$ cat src/rtl/sr_flag_arbiter.sv
// Purpose: bank of NFLAG set/reset flags written by NREQ requesters via a round-robin arbiter.
// Latency: one edge from an eligible req to ack pulse and flag update; all outputs registered.
// Backpressure: req is held until ack; a requester that sees ack sits out one cycle; clear_all stalls all grants.
module sr_flag_arbiter #(
  parameter int NREQ  = 4,
  parameter int NFLAG = 8,
  parameter int AW    = 3
) (
  input  logic                    clk,
  input  logic                    reset_n,
  input  logic [NREQ-1:0]         req,
  input  logic [NREQ-1:0]         op,
  input  logic [NREQ*AW-1:0]      addr,
  input  logic                    clear_all,
  output logic [NREQ-1:0]         ack,
  output logic                    grant_valid,
  output logic [$clog2(NREQ)-1:0] grant_id,
  output logic                    err,
  output logic [NFLAG-1:0]        flags
);

  localparam int IDW = $clog2(NREQ);
  // Flag count in a width that can hold the one-past-last address.
  localparam logic [AW:0] NFLAG_W = (AW+1)'(NFLAG);
  localparam logic [IDW:0] NREQ_W = (IDW+1)'(NREQ);

  logic [NREQ-1:0]  elig;
  logic             any_elig;
  logic [IDW-1:0]   ptr;
  logic [IDW-1:0]   winner;
  logic [IDW:0]     scan_idx;
  logic [AW-1:0]    addr_w;
  logic             op_w;
  logic             addr_ok;
  logic [IDW-1:0]   ptr_next;
  logic [NREQ-1:0]  ack_next;
  logic [NFLAG-1:0] flags_next;

  // A requester holding ack this cycle is masked so it is not granted twice while dropping req.
  assign elig     = req & ~ack;
  assign any_elig = |elig;

  // Round-robin pick: scan from the far end back toward ptr so the nearest eligible index wins last.
  always_comb begin
    winner   = '0;
    scan_idx = '0;
    for (int k = NREQ - 1; k >= 0; k--) begin
      scan_idx = {1'b0, ptr} + (IDW+1)'(k);
      if (scan_idx >= NREQ_W) begin
        scan_idx = scan_idx - NREQ_W;
      end
      if (elig[scan_idx[IDW-1:0]]) begin
        winner = scan_idx[IDW-1:0];
      end
    end
  end

  // Select the winner's operation and flag address.
  always_comb begin
    addr_w = '0;
    op_w   = 1'b0;
    for (int i = 0; i < NREQ; i++) begin
      if (IDW'(i) == winner) begin
        addr_w = addr[i*AW +: AW];
        op_w   = op[i];
      end
    end
  end

  assign addr_ok  = ({1'b0, addr_w} < NFLAG_W);
  assign ptr_next = (32'(winner) == NREQ - 1) ? '0 : winner + 1'b1;

  // Build the post-write flag vector and the one-hot ack; out-of-range addresses match no flag.
  always_comb begin
    flags_next = flags;
    ack_next   = '0;
    ack_next[winner] = 1'b1;
    for (int f = 0; f < NFLAG; f++) begin
      if ({1'b0, addr_w} == (AW+1)'(f)) begin
        flags_next[f] = op_w;
      end
    end
  end

  // State update: clear_all wins over arbitration, otherwise apply at most one write per edge.
  always_ff @(posedge clk or negedge reset_n) begin
    if (!reset_n) begin
      flags       <= '0;
      ack         <= '0;
      grant_valid <= 1'b0;
      grant_id    <= '0;
      err         <= 1'b0;
      ptr         <= '0;
    end else if (clear_all) begin
      flags       <= '0;
      ack         <= '0;
      grant_valid <= 1'b0;
      err         <= 1'b0;
    end else if (any_elig) begin
      ack         <= ack_next;
      grant_valid <= 1'b1;
      grant_id    <= winner;
      err         <= ~addr_ok;
      flags       <= flags_next;
      ptr         <= ptr_next;
    end else begin
      ack         <= '0;
      grant_valid <= 1'b0;
      err         <= 1'b0;
    end
  end

endmodule

$ cat config.mk
export PLATFORM = sky130hd
export DESIGN_NAME = sr_flag_arbiter
export DESIGN_NICKNAME = d
export VERILOG_FILES = /design/src/rtl/sr_flag_arbiter.sv
export SDC_FILE = /design/constraint.sdc
export NUM_CORES = 1
export LEC_CHECK = 0
export BUFFER_PORTS_ARGS = -buffer_cell sky130_fd_sc_hd__buf_2
export CAP_MARGIN = 25
export CORE_MARGIN = 2
export CORE_UTILIZATION = 40
export DETAILED_ROUTE_END_ITERATION = 10
export GPL_ROUTABILITY_DRIVEN = 1
export GPL_TIMING_DRIVEN = 0
export HOLD_SLACK_MARGIN = 0.05
export PLACE_DENSITY = 0.63
export SLEW_MARGIN = 20
export SYNTH_ARGS = -nofsm -noshare
export SYNTH_HDL_FRONTEND = slang
export SYNTH_SLANG_ARGS = --single-unit
$ cat constraint.sdc
create_clock -name clk -period 3 [get_ports clk]
set_input_delay 0 -clock clk [delete_from_list [all_inputs] [get_ports clk]]
set_output_delay 0 -clock clk [all_outputs]
set_load 0.1 [all_outputs]
---- Word-level counts from Yosys, hierarchy flattened ----
Cells that the tools add are included.
storage, ports and cells
  logic and storage cells ................. 107
  register bits after elaboration ......... 17
  output and inout port bits .............. 16
  input bits .............................. 23
operators by class
  multiplexer cells ....................... 41
  add/subtract/negate cells ............... 8
  magnitude comparators ................... 10
  eq/ne operators ......................... 11
  reductions and logical operators ........ 22
  bitwise operators ....................... 3
operator list
  operator                                                                number
  1-bit 2-to-1 mux                                                        19
  2-bit 2-to-1 mux                                                        9
  2-bit AND reduction                                                     9
  2-bit nonzero test                                                      9
  8-bit 2-to-1 mux                                                        2
  2-bit by 3-bit < comparator with 1-bit output (second input constant)   5
  3-bit equality test (second input constant)                             4
  3-bit 2-to-1 mux                                                        4
  3-bit >= comparator (second input constant)                             3
  1-bit binary-select mux with 2-bit select                               4
  4-bit 2-to-1 mux                                                        2
  2-bit by 1-bit subtractor with 2-bit output (second input constant)     4
  2-bit by 2-bit adder with 3-bit output (second input constant)          2
  3-bit by 2-bit equality test with 1-bit output (second input constant)  2
  4-bit bitwise AND                                                       1
  2-bit equality test (first input constant)                              2
  4-bit NOT                                                               1
  4-bit OR reduction                                                      1
  2-bit by 1-bit adder with 3-bit output (second input constant)          1
  3-bit by 1-bit equality test with 1-bit output (second input constant)  1
  2-bit by 3-bit >= comparator with 1-bit output (second input constant)  1
  3-bit logical NOT                                                       1
  2-bit by 1-bit adder with 2-bit output (second input constant)          1
  1-bit demux with 2-bit select                                           1
  other kinds (6)                                                         6

---- Depth between registers and ports, before layout ----
  depth after elaboration ................. 18
  mapped depth ............................ 13

---- Worst setup path before layout ----
No wires, ideal clock.
  kind .................................... register to register
  start point ............................. reg ack[2]
  end point ............................... reg flags[3]
  required time ........................... 2864 ps
  library setup time ...................... 136 ps
  stages on the path, launching flop included .. 12
  data arrival time ....................... 3171 ps
  setup slack ............................. -307 ps
  path buffers ............................ 1
  path through ............................ dfrtp_1 -> and2b_1 -> nor4b_1 -> nand4b_1 -> mux2i_1 -> and2_1 -> ha_1 -> buf_6 -> a211oi_2 -> a211o_1 -> o311ai_1 -> o41ai_1
on the way
  cells in the longest elaborated chain, start to end .. 16
  elaborated cells on any way between the ends .. 34
  classes of those cells .................. eq/ne (4); mux (23); bitwise (2); reduce/logical (5)
RTL lines
  what                                                                                       line  source
  start, declared                                                                            15    output logic [NREQ-1:0] ack,
  start signal, assigned                                                                     100   ack <= ack_next;
  4-bit NOT (*)                                                                              40    assign elig = req & ~ack;
  4-bit bitwise AND (*)                                                                      40
  1-bit binary-select mux with 2-bit select                                                  52    if (elig[scan_idx[IDW-1:0]]) begin
  1-bit 2-to-1 mux (not written as such)                                                     52
  2-bit 2-to-1 mux (3 in a row)                                                              52
  2-bit 2-to-1 mux (*)                                                                       52
  named net winner[0]                                                                        30    logic [IDW-1:0] winner;
  2-bit logical NOT                                                                          63    if (IDW'(i) == winner) begin
  3-bit 2-to-1 mux / 1-bit 2-to-1 mux (equally long branches) (4 in a row)                   63
  3-bit by 2-bit equality test with 1-bit output / 1-bit 2-to-1 mux (equally long branches)  79    if ({1'b0, addr_w} == (AW+1)'(f)) begin
  2-bit nonzero test (no line) / 8-bit 2-to-1 mux (equally long branches)                    -
  2-bit AND reduction (no line) / 8-bit 2-to-1 mux (equally long branches)                   -
  end signal, assigned                                                                       104   flags <= flags_next;
  end, declared                                                                              19    output logic [NFLAG-1:0] flags
Mark *: on every way through the listed nets, which the timed path passes. The rest lies on a longest branch. The select of a mux whose other input is x is not followed.
A chain may end at the register's enable or synchronous reset.

---- Final worst setup path ----
  start point ............................. reg ack[2]
  end point ............................... reg flags[0]
on the way
  cells in the longest elaborated chain, start to end .. 16
  elaborated cells on any way between the ends .. 34
  classes of those cells .................. eq/ne (3); mux (23); bitwise (2); reduce/logical (6)
RTL lines
  what                                                                      line
  4-bit NOT (*)                                                             40
  4-bit bitwise AND (*)                                                     40
  1-bit binary-select mux with 2-bit select                                 52
  1-bit 2-to-1 mux (not written as such)                                    52
  2-bit 2-to-1 mux (4 in a row)                                             52
  2-bit logical NOT                                                         63
  3-bit 2-to-1 mux / 1-bit 2-to-1 mux (equally long branches) (4 in a row)  63
  3-bit logical NOT / 1-bit 2-to-1 mux (equally long branches)              79
  2-bit nonzero test (no line) / 8-bit 2-to-1 mux (equally long branches)   -
  2-bit AND reduction (no line) / 8-bit 2-to-1 mux (equally long branches)  -
Every way passes the cells marked *; elsewhere a longest branch is shown, timed or not. The select of a mux whose other input is x is not followed.

==> reports/results.tsv <==
metric	value	unit
skew	2.89	ps
outcome	finished, final reports clean	
io_pins	39	
die_h	58.0	um
hold_path.class	input port to asynchronous set/reset pin	
gp_congestion	0.743	
vias_per_cell	5.53	
drt-initial-drc-count	59	
cts_tree	yes	
worstSetupStartpointType	register	
yosysTopAreaCell	dfrtp_1	
grt_overflow	0	
clk_pin_slew	100	ps
maxCapViolations	0	
totalWireLength	2800	um
synth.avg_cell_area	10.1	um2
dp.cells	183	
arrival	3020	ps
fmax	351	MHz
hold_slack	150	ps
diodes	0	
ys_warn_count	0	
path_class	register to register	
yosys-top-cells-count	17 x dfrtp_1, 8 x nand2_1, 7 x mux2i_1	
hold_viol	0	
synth_cell_types	42	
syn_to_final_growth	30.8	%
fin_cells	190	
ys.flop_type	dfrtp_1	
rsz0062_at_grt	true	
core.rowCount	19	
async_reset_ff_share	100	%
yosysMostFrequentCell	dfrtp_1	
final_layout_size_suffix_gt1_share	49.1	%
core-area	2760	um2
setup_viol	0	
fin_area	1520	um2
cts_root_buffer	clkbuf_4	
die_x	58.0	um
cp_max_fo	9	
start_util	42.2	%
ys_top_cells_by_area	dfrtp_1 37%, mux2i_1 6.0%, ha_1 4.3%	
synth_top_area_share	36.5	%
synth_cells	115	
final.fill_count	245	
portBuffers	37	
utilization	55.3	%
post-route-period-util	94.9	%
grt_first_pass_wirelength	4560	um
grt_usage	17.8	%
drt_drc_violations_left	0	
die_area	3360	um2
finalCriticalPeriod	2850	ps
htree_levels	1	
cts_max_path_buffers	2	
final_max_slew_viol_count	0	
final_antenna_net_count	0	
grt_max_degree	18	
critPathRequiredTime	3170	ps
clk-insertion-delay-late	300	ps
dpl-instance-area	1400	um2
end_kind	register	
synth_edf_count	0	
antenna_found_initial	0	
syn_nets	142	
final_nets	187	
dp_hpwl	2030	um
cts_buffers	3	
grt_pass1_vias	994	
routed_wire_length_per_instance	14.7	um
dr.pass1.iters	4	
dr_total_vias	1050	
seq_area_frac_synth	36.5	%
syn-cell-area	1160	um2
clock_sinks	17	
ys_seq_elements	17	
## state kept, by name, summed over array words and instances (netlist names)
name	count
ack	4
grant_valid	1
flags	8
grant_id	2
ptr	2
## final timing paths
check / to / cells after the start / startpoint / slack [ps]
hold reg to reg: grant_id[1]$_DFFE_PN0P_ / 1 / grant_id[1]$_DFFE_PN0P_ / 510
setup reg to reg: flags[0]$_DFFE_PN0P_ / 11 / ack[2]$_DFF_PN0_ / 150
setup / recovery: flags[0]$_DFFE_PN0P_ / 11 / ack[2]$_DFF_PN0_ / 150
min in group clk: flags[5]$_DFFE_PN0P_ / 5 / addr[9] / 200
hold / removal: flags[6]$_DFFE_PN0P_ / 2 / reset_n / 150
max in group asynchronous: ack[2]$_DFF_PN0_ / 2 / reset_n / 2530
## layout make-up
class / instances / area (um2) / share of cell area [%]
Clock buffer: 4 / 26.3 / 1.72
Sequential cell: 17 / 433 / 28.4
Buffer: 4 / 37.5 / 2.46
Inverter: 4 / 15.0 / 0.985
Multi-Input combinational cell: 89 / 753 / 49.4
Tap cell: 31 / 38.8 / 2.55
Timing Repair Buffer: 41 / 220 / 14.4
## logic make-up (layout without fill, tap and decap cells)
kind of cell | after synthesis | in the layout | synth area share, %
simple gates | 49 | 49 | 24.9
compound gates | 26 | 26 | 20.5
flops | 17 | 17 | 36.5
mux | 9 | 9 | 7.95
buf+inv | 9 | 53 | 5.48
fa+ha+maj | 4 | 4 | 4.30
other cells | 1 | 1 | 0.322
## placed cells by master (no fill, tap or decap), drive strengths merged, types with 4 or more instances in the layout
| cell type | instances |
|---|---|
| inv | 4 |
| ha | 4 |
| mux2i | 7 |
| nand3 | 6 |
| buf | 42 |
| nor2 | 7 |
| clkbuf | 5 |
| nand3b | 4 |
| dfrtp | 17 |
| a21oi | 5 |
| nand2 | 9 |
| a211oi | 5 |
| and2 | 5 |
| o311ai | 4 |
| and2b | 4 |
| o41ai | 4 |
## worst max-delay path, stage by stage (launching register included)
cell and delay (ps):
dfrtp_4 420, and2b_2 260, nor4b_2 210, nand4b_1 180, mux2i_1 260, nand2_1 120
ha_2 280, a211oi_2 160, a211o_1 270, o31ai_4 160, o311ai_1 280, o41ai_1 120
## routing by layer
layer,part of all wire [%],global-route usage [%]
met1,47,24.8
met2,46,27.3
met3,4.7,2.01
met4,2.0,8.97
met5,0,0
## repair_timing
item                       4_1_cts  5_1_grt
setup endpoints to repair        8        8
buffers inserted                 1        1
hold buffers                     2        0
pin swaps                        1        3
hold endpoints to repair        18        0
gates resized for setup          2       14
## through the flow
step / setup TNS (ps) / setup WS (ps)
3_3_place_gp: 0 / 0.930
6_report: 0 / 153
3_5_place_dp: -202 / -77.9
2_1_floorplan: 0 / 20.8
5_1_grt: -11.8 / -11.8
4_1_cts: 0 / 27.3
Power is not shown: default switching activity piles up to over one toggle a cycle in this logic, so the estimate is an artifact.
